### src/rtl/wb_bus_arbiter.sv
// Shares one Wishbone master port between instruction fetch (IF) and data access (MEM).
// Results that arrive while the owning stage is stalled are held in a per-port buffer.
module wb_bus_arbiter #(
    parameter int STARVE_MAX = 4,
    parameter int TIMEOUT    = 255
) (
    input  logic        clk,
    input  logic        rst,
    input  logic [5:0]  stall,
    input  logic        flush,
    input  logic        if_ce,
    input  logic [31:0] if_addr,
    output logic [31:0] if_rdata,
    output logic        stallreq_if,
    input  logic        mem_ce,
    input  logic        mem_we,
    input  logic [3:0]  mem_sel,
    input  logic [31:0] mem_addr,
    input  logic [31:0] mem_wdata,
    output logic [31:0] mem_rdata,
    output logic        stallreq_mem,
    output logic        wb_cyc_o,
    output logic        wb_stb_o,
    output logic        wb_we_o,
    output logic [3:0]  wb_sel_o,
    output logic [31:0] wb_adr_o,
    output logic [31:0] wb_dat_o,
    input  logic [31:0] wb_dat_i,
    input  logic        wb_ack_i,
    output logic        bus_err_o,
    output logic [1:0]  dbg_state_o
);

    localparam int SW = $clog2(STARVE_MAX + 1);
    localparam logic [SW-1:0] STARVE_TOP = SW'(STARVE_MAX);
    localparam logic [7:0]    TO_LAST    = 8'(TIMEOUT - 1);

    typedef enum logic [1:0] {
        S_IDLE  = 2'd0,
        S_DBUS  = 2'd1,
        S_IBUS  = 2'd2,
        S_DRAIN = 2'd3
    } state_t;

    state_t        state_q, state_d;
    logic          cyc_q, cyc_d;
    logic          we_q, we_d;
    logic [3:0]    sel_q, sel_d;
    logic [31:0]   adr_q, adr_d;
    logic [31:0]   dat_q, dat_d;
    logic [SW-1:0] starve_q, starve_d;
    logic [7:0]    to_q, to_d;
    logic          bus_err_q, bus_err_d;
    logic          if_vld_q, if_vld_d;
    logic [31:0]   if_buf_q, if_buf_d;
    logic          mem_vld_q, mem_vld_d;
    logic [31:0]   mem_buf_q, mem_buf_d;

    logic          busy, bus_ack, tmo, fin, if_fin, mem_fin;
    logic [31:0]   fin_data;
    logic          if_req, mem_req, grant_if, grant_mem;
    logic          unused_stall;

    assign unused_stall = ^{stall[5], stall[3:2], stall[0]};

    always_comb begin
        busy      = (state_q != S_IDLE);
        bus_ack   = busy & wb_ack_i;
        // A timed-out cycle ends like an ack that returned zero.
        tmo       = busy & ~wb_ack_i & (to_q == TO_LAST);
        fin       = bus_ack | tmo;
        if_fin    = (state_q == S_IBUS) & fin;
        mem_fin   = (state_q == S_DBUS) & fin;
        fin_data  = bus_ack ? wb_dat_i : 32'h0;

        if_req    = if_ce & ~if_vld_q;
        mem_req   = mem_ce & ~mem_vld_q;
        grant_if  = ~busy & ~flush & if_req & (~mem_req | (if_ce & (starve_q == STARVE_TOP)));
        grant_mem = ~busy & ~flush & mem_req & ~grant_if;

        state_d   = state_q;
        cyc_d     = cyc_q;
        we_d      = we_q;
        sel_d     = sel_q;
        adr_d     = adr_q;
        dat_d     = dat_q;
        starve_d  = starve_q;
        to_d      = 8'h0;
        bus_err_d = tmo;

        case (state_q)
            S_IDLE: begin
                if (grant_mem) begin
                    state_d = S_DBUS;
                    cyc_d   = 1'b1;
                    we_d    = mem_we;
                    sel_d   = mem_sel;
                    adr_d   = mem_addr;
                    dat_d   = mem_wdata;
                    if (if_ce && (starve_q != STARVE_TOP)) begin
                        starve_d = starve_q + 1'b1;
                    end
                end else if (grant_if) begin
                    state_d  = S_IBUS;
                    cyc_d    = 1'b1;
                    we_d     = 1'b0;
                    sel_d    = 4'hF;
                    adr_d    = if_addr;
                    dat_d    = 32'h0;
                    starve_d = '0;
                end
            end
            default: begin
                if (fin) begin
                    state_d = S_IDLE;
                    cyc_d   = 1'b0;
                end else begin
                    to_d = to_q + 8'd1;
                    // The slave still owes an ack, so a flush only retires the owner.
                    if (flush) begin
                        state_d = S_DRAIN;
                    end
                end
            end
        endcase

        if_vld_d  = if_vld_q & stall[1];
        if_buf_d  = if_buf_q;
        if (if_fin && stall[1]) begin
            if_vld_d = 1'b1;
            if_buf_d = fin_data;
        end
        mem_vld_d = mem_vld_q & stall[4];
        mem_buf_d = mem_buf_q;
        if (mem_fin && stall[4]) begin
            mem_vld_d = 1'b1;
            mem_buf_d = fin_data;
        end
        if (flush) begin
            if_vld_d  = 1'b0;
            mem_vld_d = 1'b0;
            starve_d  = '0;
        end

        if_rdata     = if_fin ? fin_data : if_buf_q;
        mem_rdata    = mem_fin ? fin_data : mem_buf_q;
        stallreq_if  = if_ce & ~(if_fin | if_vld_q);
        stallreq_mem = mem_ce & ~(mem_fin | mem_vld_q);
    end

    always_ff @(posedge clk) begin
        if (rst) begin
            state_q   <= S_IDLE;
            cyc_q     <= 1'b0;
            we_q      <= 1'b0;
            sel_q     <= 4'h0;
            adr_q     <= 32'h0;
            dat_q     <= 32'h0;
            starve_q  <= '0;
            to_q      <= 8'h0;
            bus_err_q <= 1'b0;
            if_vld_q  <= 1'b0;
            if_buf_q  <= 32'h0;
            mem_vld_q <= 1'b0;
            mem_buf_q <= 32'h0;
        end else begin
            state_q   <= state_d;
            cyc_q     <= cyc_d;
            we_q      <= we_d;
            sel_q     <= sel_d;
            adr_q     <= adr_d;
            dat_q     <= dat_d;
            starve_q  <= starve_d;
            to_q      <= to_d;
            bus_err_q <= bus_err_d;
            if_vld_q  <= if_vld_d;
            if_buf_q  <= if_buf_d;
            mem_vld_q <= mem_vld_d;
            mem_buf_q <= mem_buf_d;
        end
    end

    assign wb_cyc_o    = cyc_q;
    assign wb_stb_o    = cyc_q;
    assign wb_we_o     = we_q;
    assign wb_sel_o    = sel_q;
    assign wb_adr_o    = adr_q;
    assign wb_dat_o    = dat_q;
    assign bus_err_o   = bus_err_q;
    assign dbg_state_o = state_q;

endmodule

### config.mk
export PLATFORM = sky130hd
export DESIGN_NAME = wb_bus_arbiter
export DESIGN_NICKNAME = d
export VERILOG_FILES = /design/src/rtl/wb_bus_arbiter.sv
export SDC_FILE = /design/constraint.sdc
export NUM_CORES = 1
export LEC_CHECK = 0
export ABC_AREA = 0
export CORE_ASPECT_RATIO = 0.8
export CORE_MARGIN = 5
export CORE_UTILIZATION = 41
export DETAILED_ROUTE_END_ITERATION = 7
export PLACE_DENSITY = 0.92
export SYNTH_ARGS = -nofsm -noshare
export SYNTH_HDL_FRONTEND = slang
export SYNTH_SLANG_ARGS = --single-unit
export TNS_END_PERCENT = 1
### constraint.sdc
create_clock -name clk -period 2 [get_ports clk]
set_input_delay 0.3 -clock clk [delete_from_list [all_inputs] [get_ports clk]]
set_output_delay 0.3 -clock clk [all_outputs]
set_load 0.1 [all_outputs]
==> results.py <==
metrics = {
    "power": {
        "vdd_ir_drop_max_uv": 652.4,
        "leakage_nw": 4.604,
        "total_power_mw": 10.02,
        "p_per_area_nw_per_um2": 908.8,
    },
    "timing": {
        "setup_viol_count_final": 66,
        "tightest_slew_ns": 0.4677,
        "slew_headroom_pct": 68.82,
        "rsz0062_at_grt": "true",
        "fmax_mhz": 432.9,
        "finalHoldViolCount": 0,
        "finalCritPeriodShare_pct": 115.5,
        "worst_slack_ns": -0.3098,
        "slew_violations": 0,
        "period_needed_ns": 2.310,
        "fin_skew_ns": 0.009377,
        "hold_slack_ns": 0.3379,
    },
    "synth": {
        "syn_nets": 743,
        "ys_seq_area_share_pct": 51.30,
        "async_reset_ff_share_pct": 0,
        "synth-seq-cells": 150,
        "synth_ff_type": "dfxtp_1",
        "synth_cells": 594,
        "yosys-top-cells-area": "dfxtp_1 (51%), a22o_1 (19%), a22oi_1 (8.3%)",
        "synth_top_area_cell": "dfxtp_1",
        "yosys_warnings": 0,
        "netlist_area_um2": 5853,
        "ys_types": 39,
        "avgSynthCellArea_um2": 9.854,
        "synth_edf_count": 0,
        "yosysTopAreaCellShare_pct": 51.30,
    },
    "clock_network": {
        "clock_latency_ns": 0.42,
        "cts_made_buffers": 17,
        "cts_tree": "built",
        "clock_sinks": 150,
        "path_clk_slew_ns": 0.06,
        "cts_root_buf": "clkbuf_16",
        "clk_path_buf_depth": 2,
        "htreeDepth": 4,
    },
    "global_routing": {
        "grt_usage_pct": 25.99,
        "grt_first_pass_wirelength_um": 34230,
        "antenna_found_initial": 0,
        "grt_max_degree": 59,
        "grt_pass1_vias": 6313,
        "overflow": 0,
    },
    "worst_hold_path": {
        "hp-class": "input port to flop",
        "min_from": "rst",
    },
    "run_status": {
        "status": "finished with violations",
        "violations": "setup timing",
    },
    "finish": {
        "antennaDiodeCount": 0,
        "layout-drive-gt1-share_pct": 34.59,
        "syn_to_final_growth_pct": 88.35,
        "final_util_pct": 77.90,
        "nNetsFinal": 1038,
    },
    "setup_path": {
        "cp.arrival_ns": 2.01,
        "cpLargestDelayFamily": "compound AO/OA/AOI/OAI gates",
        "max_stage_delay_ns": 0.32,
        "cp_slowest_cell": "dfxtp_2",
        "startpoint": "to_q[0]",
        "crit_buf_inv": 3,
        "r2r_start": "dbg_state_o[1]",
        "setup.worst_path.start_class": "flop",
        "worstSetupPathType": "flop to primary output",
        "end_kind": "primary output",
        "critPathMaxFanout": 8,
        "crit_required_ns": 1.70,
        "critical_path.cell_chain": "inv_2, ha_4, and3_4, a31o_4, nand2_8, buf_16, a22o_4, buf_12",
    },
    "route": {
        "drt-initial-drc-count": 401,
        "wirelength_um": 22520,
        "drt-pass1-iter-count": 6,
        "dr_total_vias": 6146,
        "post-route-drc-count": 0,
        "ant_nets": 0,
        "wl_per_cell_um": 20.74,
        "viasPerCell": 5.659,
    },
    "floorplanning": {
        "ios": 285,
        "die_area_um2": 16780,
        "die_w_um": 143.6,
        "fp-row-count": 39,
        "fp.coreArea_um2": 14150,
        "start_util_pct": 41.36,
        "die_h_um": 116.9,
    },
    "job": {
        "cap_violations": 0,
    },
    "placement": {
        "gp_congestion": 0.8356,
        "port_buffers": 280,
        "dp_hpwl_um": 15060,
    },
}
==> through the flow <==
step	instance area (µm²)	TNS (ns)	cells	setup slack, ns
6_report	11020	-18.34	1086	-0.3098
5_1_grt	11020	-21.79	1086	-0.3575
4_1_cts	10990	-20.09	1085	-0.3212
3_5_place_dp	10260	-20.39	1050	-0.2464
3_3_place_gp	10260	-12.68	1050	-0.1975
2_1_floorplan	6419	-15.12	594	-0.2875
==> kinds of logic (layout without fill, tap and decap cells) <==
kind of cell    Yosys count  count (layout)  share of synthesized area [%]
fa+ha+maj                 4               4                         0.8551
compound gates          250             250                          33.39
buf+inv                  58             366                          4.147
xor+xnor                  6               6                         0.8980
flops                   150             150                          51.30
simple gates            126             126                          9.406
==> state kept, by name (all words and copies together), names as in the netlist <==
name and cells:
wb_adr_o 32, bus_err_o 1, if_buf_q 32, wb_cyc_o 1, starve_q 3, mem_buf_q 32, dbg_state_o 2, to_q 8
wb_sel_o 4, if_vld_q 1, wb_dat_o 32, wb_we_o 1, mem_vld_q 1
==> repair_timing <==
| item | in CTS | in global routing |
|---|---|---|
| hold buffers | 0 | 0 |
| cloned | 2 | 0 |
| endpoints found under the setup margin | 66 | 66 |
| resized for setup | 19 | 12 |
| pin swaps | 2 | 5 |
| setup buffers | 1 | 1 |
==> per-layer routing <==
| layer | vias to the layer above | part of all wire [%] | GRT usage, % |
|---|---|---|---|
| li1 | 2840 | - | - |
| met1 | 2996 | 40 | 31.05 |
| met2 | 256 | 50 | 45.06 |
| met3 | 54 | 6.9 | 7.149 |
| met4 | 0 | 3.1 | 9.661 |
| met5 | - | 0 | 0 |
==> placed cells by master, fill, tap and decap left out, drive strengths merged, types with 8 or more instances in the layout <==
master	synthesis	final
clkdlybuf4s50	0	139
nor2	50	50
a21oi	38	38
dfxtp	150	150
a22oi	65	65
clkbuf	35	21
nand2	44	44
clkinv	0	8
a22o	128	128
buf	19	191
==> final cells by class <==
class	count	area [µm²]
Timing Repair Buffer	330	3908
Clock inverter	11	100.1
Inverter	4	15.01
Multi-Input combinational cell	386	3283
Clock buffer	21	471.7
Tap cell	184	230.2
Fill cell	813	3127
Sequential cell	150	3017
==> synthesized netlist by cell type (all sizes together), types with 2 or more instances <==
cell type / number
nor3: 7
nor2: 50
a311oi: 2
o211ai: 2
a21oi: 38
nand3: 5
and2: 2
nor2b: 7
and3b: 2
nand2b: 2
dfxtp: 150
xnor2: 3
a22oi: 65
o21ai: 5
xor2: 3
a22o: 128
buf: 19
nand2: 44
inv: 4
a211oi: 2
ha: 4
clkbuf: 35
a31oi: 3
==> path summary, 6_finish.rpt <==
kind | endpoint | slack, ns | cells past startpoint
hold reg to reg | wb_adr_o[5] | 0.46 | 2
setup reg to reg | if_buf_q[30] | 0.09 | 6
setup / recovery | mem_rdata[12] | -0.31 | 8
hold / removal | wb_adr_o[4] | 0.34 | 2
==> report_power, final <==
part / switching (mW) / internal, mW / leakage (nW) / total (mW)
logic: 2.37 / 1.28 / 3.10 / 3.65
registers: 0.109 / 3.15 / 1.22 / 3.26
clock network: 1.29 / 1.82 / 0.278 / 3.11
total: 3.77 / 6.25 / 4.60 / 10.0
Note: power is estimated with default switching activity, not from simulation.
